File: config.mk
export PLATFORM = sky130hd
export DESIGN_NAME = mem_wb_stage
export DESIGN_NICKNAME = d
export VERILOG_FILES = /design/src/rtl/mips_pipe_pkg.sv /design/src/rtl/load_align.sv /design/src/rtl/mem_wb_stage.sv
export SDC_FILE = /design/constraint.sdc
export NUM_CORES = 1
export LEC_CHECK = 0
export ABC_CLOCK_PERIOD_IN_PS = 3400
export CAP_MARGIN = 20
export CORE_MARGIN = 4
export CORE_UTILIZATION = 42
export CTS_CLUSTER_SIZE = 12
export DETAILED_ROUTE_END_ITERATION = 8
export PLACE_DENSITY_LB_ADDON = 0.25
export SYNTH_ARGS = -nofsm -noshare
export SYNTH_HDL_FRONTEND = slang
export SYNTH_SLANG_ARGS = --single-unit
File: constraint.sdc
create_clock -name clk -period 3.4 [get_ports clk]
set_clock_uncertainty 0.1 [all_clocks]
set_input_delay 0.68 -clock clk [delete_from_list [all_inputs] [get_ports clk]]
set_output_delay 0.68 -clock clk [all_outputs]
set_load 0.01 [all_outputs]
File: src/rtl/mips_pipe_pkg.sv
// Shared pipeline definitions: control-bus bit positions and load-size encodings.
// Latency: n/a (declarations only).
// Backpressure: n/a.
// Contents: CTRL_* bit indices into the per-instruction control bus, size_e load-size codes.
package mips_pipe_pkg;

  // Control-bus bit positions; bits above CTRL_UNS are carried but not interpreted here.
  localparam int CTRL_REGW  = 0;  // register-file write
  localparam int CTRL_M2R   = 1;  // writeback takes load data instead of ALU result
  localparam int CTRL_SZ_LO = 2;  // two-bit load size at [CTRL_SZ_LO +: 2]
  localparam int CTRL_UNS   = 4;  // zero-extend (1) / sign-extend (0) sub-word loads

  typedef enum logic [1:0] {
    SZ_BYTE = 2'b00,
    SZ_HALF = 2'b01,
    SZ_WORD = 2'b10,
    SZ_FULL = 2'b11
  } size_e;

endpackage

File: src/rtl/load_align.sv
// Little-endian load extraction: selects a byte/half/word lane of a memory word and extends it.
// Latency: purely combinational, 0 cycles.
// Backpressure: none; shared with the MEM-stage forwarding path.
// Ports: data (raw memory word), off (byte offset), size (size_e code), uns (zero-extend), value (result).
module load_align
  import mips_pipe_pkg::*;
#(
  parameter int DATA_W = 32,
  localparam int OFFW  = $clog2(DATA_W / 8)
) (
  input  logic [DATA_W-1:0] data,
  input  logic [OFFW-1:0]   off,
  input  logic [1:0]        size,
  input  logic              uns,
  output logic [DATA_W-1:0] value
);

  logic [7:0]  byte_v;
  logic [15:0] half_v;
  logic [31:0] word_v;

  // Lanes are naturally aligned: low offset bits below the lane size are ignored.
  assign byte_v = 8'(data >> {off, 3'b000});
  assign half_v = 16'(data >> {off[OFFW-1:1], 4'b0000});

  generate
    if (DATA_W == 32) begin : g_word32
      assign word_v = data[31:0];
    end else begin : g_wordn
      assign word_v = 32'(data >> {off[OFFW-1:2], 5'b00000});
    end
  endgenerate

  always_comb begin
    value = data;
    case (size)
      SZ_BYTE: value = {{(DATA_W-8){byte_v[7] & ~uns}}, byte_v};
      SZ_HALF: value = {{(DATA_W-16){half_v[15] & ~uns}}, half_v};
      SZ_WORD: value = DATA_W'({{(DATA_W-32){word_v[31] & ~uns}}, word_v});
      default: value = data;  // SZ_FULL: whole word, no extension
    endcase
  end

endmodule

File: src/rtl/mem_wb_stage.sv
// MEM/WB pipeline register with register-file write-port generation.
// Latency: 1 cycle from in_* to out_*/wb_*; no combinational in->out path.
// Backpressure: stall_i holds all state; flush_i (wins over stall_i) loads a bubble.
// Ports: clk/reset (async, active-high); stall_i, flush_i; in_valid/ctrl/mem_data/alu_result/wreg;
//        out_* registered copies; wb_we/wb_addr/wb_data register-file write port.
module mem_wb_stage
  import mips_pipe_pkg::*;
#(
  parameter int DATA_W = 32,
  parameter int REG_AW = 5,
  parameter int CTRL_W = 5
) (
  input  logic              clk,
  input  logic              reset,
  input  logic              stall_i,
  input  logic              flush_i,
  input  logic              in_valid,
  input  logic [CTRL_W-1:0] in_ctrl,
  input  logic [DATA_W-1:0] in_mem_data,
  input  logic [DATA_W-1:0] in_alu_result,
  input  logic [REG_AW-1:0] in_wreg,
  output logic              out_valid,
  output logic [CTRL_W-1:0] out_ctrl,
  output logic [DATA_W-1:0] out_mem_data,
  output logic [DATA_W-1:0] out_alu_result,
  output logic [REG_AW-1:0] out_wreg,
  output logic              wb_we,
  output logic [REG_AW-1:0] wb_addr,
  output logic [DATA_W-1:0] wb_data
);

  localparam int OFFW = $clog2(DATA_W / 8);

  typedef struct packed {
    logic              valid;
    logic [CTRL_W-1:0] ctrl;
    logic [DATA_W-1:0] mem_data;
    logic [DATA_W-1:0] alu_result;
    logic [REG_AW-1:0] wreg;
  } stage_t;

  stage_t st_d, st_q;
  logic [DATA_W-1:0] load_value;

  assign st_d = '{valid: in_valid, ctrl: in_ctrl, mem_data: in_mem_data,
                  alu_result: in_alu_result, wreg: in_wreg};

  always_ff @(posedge clk or posedge reset) begin
    if (reset)         st_q <= '0;
    else if (flush_i)  st_q <= '0;
    else if (!stall_i) st_q <= st_d;
  end

  assign out_valid      = st_q.valid;
  assign out_ctrl       = st_q.ctrl;
  assign out_mem_data   = st_q.mem_data;
  assign out_alu_result = st_q.alu_result;
  assign out_wreg       = st_q.wreg;

  // The load's effective address is the ALU result, so its low bits give the byte lane.
  load_align #(.DATA_W(DATA_W)) u_load_align (
    .data  (st_q.mem_data),
    .off   (st_q.alu_result[OFFW-1:0]),
    .size  (st_q.ctrl[CTRL_SZ_LO +: 2]),
    .uns   (st_q.ctrl[CTRL_UNS]),
    .value (load_value)
  );

  // r0 is hard-wired zero, so a write to it is suppressed here rather than in the register file.
  assign wb_we   = st_q.valid & st_q.ctrl[CTRL_REGW] & (st_q.wreg != '0);
  assign wb_addr = st_q.wreg;
  assign wb_data = st_q.ctrl[CTRL_M2R] ? load_value : st_q.alu_result;

endmodule

[After elaboration in Yosys (flattened, before gate mapping)]
Index checks and enable logic that the tools add are counted.
Operators by class
  add/sub/neg operators: 0
  multiply operators: 0
  divide/modulo/power cells: 0
  magnitude comparators: 0
  equal/unequal tests: 2
  shift-type cells: 2
  muxes and demuxes: 4
  bitwise operators: 5
  reduce and logical (&&, ||, !) cells: 2
Operators with widths (number)
  $mux 75: 2
  $pmux 32 s2: 1
  $mux 32: 1
  $shr 32x5->16: 1
  $shr 32x5->8: 1
  $reduce_bool 5->1: 1
  $and 1x1->1: 4
  $eq 2x1->1 const B: 1
  $logic_not 2->1: 1
  $ne 2x1->1 const B: 1
  $not 1->1: 1
Storage, ports and cells
  flip-flop bits (word level): 75
  bits in latches: 0
  bits in writable memories: 0
  memory bits (read-only): 0
  input port bits: 79
  memories: 0

[Logic depth before layout (Yosys ltp)]
  word-level depth: 4
  depth in mapped cells: 7

[Modules after synthesis]
A second synthesis with hierarchy kept.
Unflattened totals
  cell total of the unflattened synthesis: 408
  area, all modules: 4386.7 um2
Modules (own cells, without submodules)
  mem_wb_stage: times used 1, cells an instance 286, area each 3544.6 um2, seq. area each 1876.8 um2
  load_align: times used 1, cells an instance 122, area each 842.1 um2, seq. area each 0.0 um2

[Worst setup path before layout]
OpenSTA, ideal clock, no wires.
  path type: reg2out
  start point: reg st_q, in the netlist out_ctrl[3]
  end point: out wb_data[20]
  arrival time: 1.706 ns
  required time: 2.620 ns
  slack: 0.914 ns
  stages on the path, launching flop included: 8
  path buffers: 3
  cell sequence: dfrtp_1 > buf_6 > nor3b_4 > a22oi_2 > and3_1 > buf_6 > buf_12 > a221oi_2
On the way
  cells in the longest elaborated chain, start to end: 3
Ends and longest elaborated chain
  from (decl): RTL line mem_wb_stage.sv:42  | stage_t st_d, st_q;
  from (signal assigned): RTL line mem_wb_stage.sv:51  | else if (!stall_i) st_q <= st_d;
  $eq 2x1->1 / $logic_not 2->1 (equally long branches): RTL line load_align.sv:36  | case (size)
  $pmux 32 s2 *: RTL line load_align.sv:36
  $mux 32 *: RTL line mem_wb_stage.sv:72  | assign wb_data = st_q.ctrl[CTRL_M2R] ? load_value : st_q.alu_result;
  to (decl): RTL line mem_wb_stage.sv:29  | output logic [DATA_W-1:0] wb_data
Every way passes the cells marked *; elsewhere a longest branch is shown, timed or not.

[Worst setup path in the final report]
  start point: reg st_q, in the netlist out_alu_result[1]
  end point: out wb_data[3]
On the way
  cells in the longest elaborated chain, start to end: 3
Ends and longest elaborated chain (RTL line)
  $shr 32x5->16 / $shr 32x5->8 (equally long branches): load_align.sv:24, load_align.sv:23
  $pmux 32 s2 *: load_align.sv:36
  $mux 32 *: mem_wb_stage.sv:72
Marks and branches as above.

==> impl.org <==
** Timing
- Setup violations remaining at the end of the flow were counted as 0.
- Maximum clock rate :: 304 MHz
- After layout, the minimum clock period comes to 3290 ps.
- Max-slew headroom :: 0.530
- The hold violation count in the final report was 0.
- The number of pins with negative max-slew slack in the final report is 0.
- Adding up every negative setup slack in the final design gives 0 ps.
- Hold is met by 455 ps.
- Actual slew at the worst max-slew pin :: 704 ps
- Post-route clock period utilization :: 0.968
- Setup repair after global routing left no endpoint under its margin.

** Logic synthesis
- Count of flip-flops with a built-in enable after synthesis :: 0
- Post-synthesis sequential area ratio :: 0.447
- Most used flip-flop cell after synthesis :: dfrtp_1
- During synthesis, Yosys emitted a total of 0 warnings.
- The number of nets handed over by synthesis was 509.
- The cell count after synthesis came out at 430.
- Area of the mapped netlist :: 4200 um2
- Of the post-synthesis cell area, the dominant cell type holds 0.447.
- The largest total area in the synthesized netlist belongs to dfrtp_1.
- Number of synthesized register bits :: 75
- Averaged over all synthesized cells, the footprint is 9.76 um2.
- Count of distinct cell types in the synthesized netlist :: 35
- Main area contributors after synthesis :: dfrtp_1 (45%), mux2i_1 (18%), nor2_1 (8.9%)
- Counting flops with an async set or reset pin after synthesis yields a share of 1.00.

** Global route
- Vias in the first global route :: 4113
- The total overflow left after global routing is 0.
- The number of antenna violations at the first check in global routing is 0.
- The first global-routing pass estimated 22.3 mm of wire.
- Aggregate global-route resource usage :: 0.250
- Pin count of the biggest net entering global routing :: 49

** Routing
- Via count :: 3946
- Pre-antenna DRT Iters :: 5
- In this run the remaining antenna-violating nets after routing total 0.
- Number of vias per cell :: 5.37
- The first routing iteration left 162 violations.
- The final layout contains routed wiring with a total length of 14.3 mm.
- For this run, design rule violations remaining after detail routing come to 0.
- Detail-routed net length per standard cell :: 19.4 um

** Clocking
- Buffers inserted during post-CTS setup optimization :: 0
- In this run the deepest clock path goes through 2 buffers.
- For the worst-skew pair, the clock arrives at the later sink with an insertion delay of 340 ps.
- Total number of clock tree sinks :: 75
- Clock tree synthesis inserted a total of 9 buffers.
- Clock-pin slew was measured on the worst setup and hold paths at 70 ps.
- Library cell used as clock root buffer :: clkbuf_8
- CTS tree :: done
- In this run the number of H-tree levels came out at 3.

** Floorplan
- In this run the vertical extent of the chip is 108 um.
- The die covers 11700 um2.
- Measured along the x axis, the die boundary spans 108 um.
- The core region is 9770 um2.
- For this configuration, the core starts out at a cell density of 0.429.
- Number of rows in the core area :: 36
- 192 I/O pins were placed.

** Cells and area
- The multi-input combinational cells in the finished layout cover a total of 2090 um2.
- Area growth syn-to-layout :: 51.9%
- The final layout contains 677 nets.
- Measured on the finished design, the core utilization comes to 0.652.
- Once layout is complete, the cells apart from fillers number 735.
- Sequential cell area :: 1880 um2
- Counting the fill cells in the layout gives 826.
- Of the cells placed in the final design, the portion with a size suffix greater than 1 is 0.0963.
- The repair_antennas step left the layout with diodes totalling 0.

** Pwr
- IR drop worst, VDD :: 185 uV
- Power density of the placed cells :: 375 nW/um2
- Total power :: 0.00239 W
- Leakage :: 2.79 nW

** Hold path
- Launch point of the worst hold path :: out_alu_result[15]
- Worst min-delay path class :: register to register

** Placement
- Buffers placed on the I/O ports in this run total 191.
- Weighted congestion reported at the end of routability-driven placement :: 0.962
- Once placement completed, the tool counted placed cells totaling 720.
- Detail Placement HPWL :: 10.6 mm

** Critical path
- STA puts the critical path data arrival time at 2510 ps.
- The worst setup path is of the register to primary output kind.
- Max Fanout on Critical Path :: 21
- STA classifies the critical path endpoint as a primary output.
- The startpoint identified for the worst register-to-register timing path is out_ctrl[1].
- Worst setup SP type :: register
- The critical path starts at out_alu_result[1].
- Required time at the worst-slack endpoint :: 2620 ps

** Run status
- Outcome :: complete, no violations

** Flow run
- The tool flagged a number of max-cap violations equal to 0.
-- routing by layer --
metal	global-route usage	vias up	part of all wire
met4	0.0839	0	0.021
met3	0.0627	26	0.072
met5	0	-	0
met2	0.423	163	0.50
li1	-	1833	-
met1	0.311	1924	0.41
-- logic make-up (layout without fill, tap and decap cells) --
logic type,after synthesis,after routing,share of synthesized area
and+or+nand+nor,145,145,0.147
muxes,90,90,0.218
DFF,75,75,0.447
AOI/OAI and AO/OA,72,72,0.128
buffers and inverters,48,220,0.0599
-- placed cells by master, fill, tap and decap left out, types with 3 or more instances in the layout --
| master | netlist | final |
|---|---|---|
| a21oi_1 | 27 | 27 |
| a221oi_1 | 7 | 7 |
| a221oi_2 | 10 | 10 |
| a222oi_1 | 4 | 4 |
| buf_4 | 6 | 8 |
| clkbuf_8 | 0 | 10 |
| clkdlybuf4s50_1 | 0 | 189 |
| clkinv_2 | 0 | 3 |
| dfrtp_1 | 75 | 73 |
| inv_1 | 4 | 3 |
| mux2_2 | 13 | 13 |
| mux2i_1 | 77 | 77 |
| nand2_1 | 26 | 26 |
| nor2_1 | 99 | 99 |
| nor2b_1 | 3 | 3 |
| o21ai_0 | 15 | 15 |
| or3_1 | 9 | 9 |
-- layout make-up --
| class | count | share of cell area |
|---|---|---|
| Tap cell | 133 | 0.0261 |
| Multi-Input combinational cell | 307 | 0.328 |
| Clock buffer | 10 | 0.0216 |
| Inverter | 4 | 0.00255 |
| Sequential cell | 75 | 0.295 |
| Clock inverter | 5 | 0.0122 |
| Timing Repair Buffer | 201 | 0.315 |
-- worst max-delay path: stages, from the launching register on --
cell and delay (ps):
dfrtp_1 450, buf_6 230, mux2_2 370, a222oi_1 470, a21oi_1 130, clkdlybuf4s50_1 510
-- path summary, 6_finish.rpt --
path / to / slack [ps] / cells after the start
worst max-delay path: wb_data[3] / 110 / 5
worst min-delay path: out_alu_result[15] / 450 / 2
max in group asynchronous: out_ctrl[3] / 1890 / 3
worst max register to register: out_ctrl[1] / 1940 / 3
min in group asynchronous: out_wreg[4] / 640 / 2
worst min register to register: out_alu_result[15] / 450 / 2
-- Yosys cell counts (all sizes together) (2+ instances only) --
cell     n
buf     19
a31oi    2
inv      4
dfrtp   75
nand2   26
mux2    13
clkbuf  25
mux2i   77
o21ai   15
a221oi  17
nor2b    3
a21oi   27
nor2    99
a22oi    2
a21o     2
nor4     2
a222oi   4
or3      9
-- sequential cells by signal, indices dropped and copies added (netlist names) --
register / cells
out_alu_result: 32
out_ctrl: 5
out_mem_data: 32
out_valid: 1
out_wreg: 5
-- where the power goes --
group / switching (W) / leakage, nW / total, W / internal, W
registers: 0.0000663 / 0.992 / 0.00101 / 0.000942
clock network: 0.000321 / 0.108 / 0.000747 / 0.000427
logic: 0.000288 / 1.69 / 0.000638 / 0.000350
-- repair_timing --
item                       4_1_cts  5_1_grt
hold buffers                     0        0
gates resized for setup          3        3
pin swaps                        0        1
setup endpoints to repair       23       12
-- metrics by stage --
step / instance area, um2 / worst slack [ps]
5_1_grt: 6370 / 32.4
4_1_cts: 6360 / 45.8
3_3_place_gp: 6130 / 248
2_1_floorplan: 4200 / 710
6_report: 6370 / 107
3_5_place_dp: 6130 / 148
(Power assumes the default switching activity.)
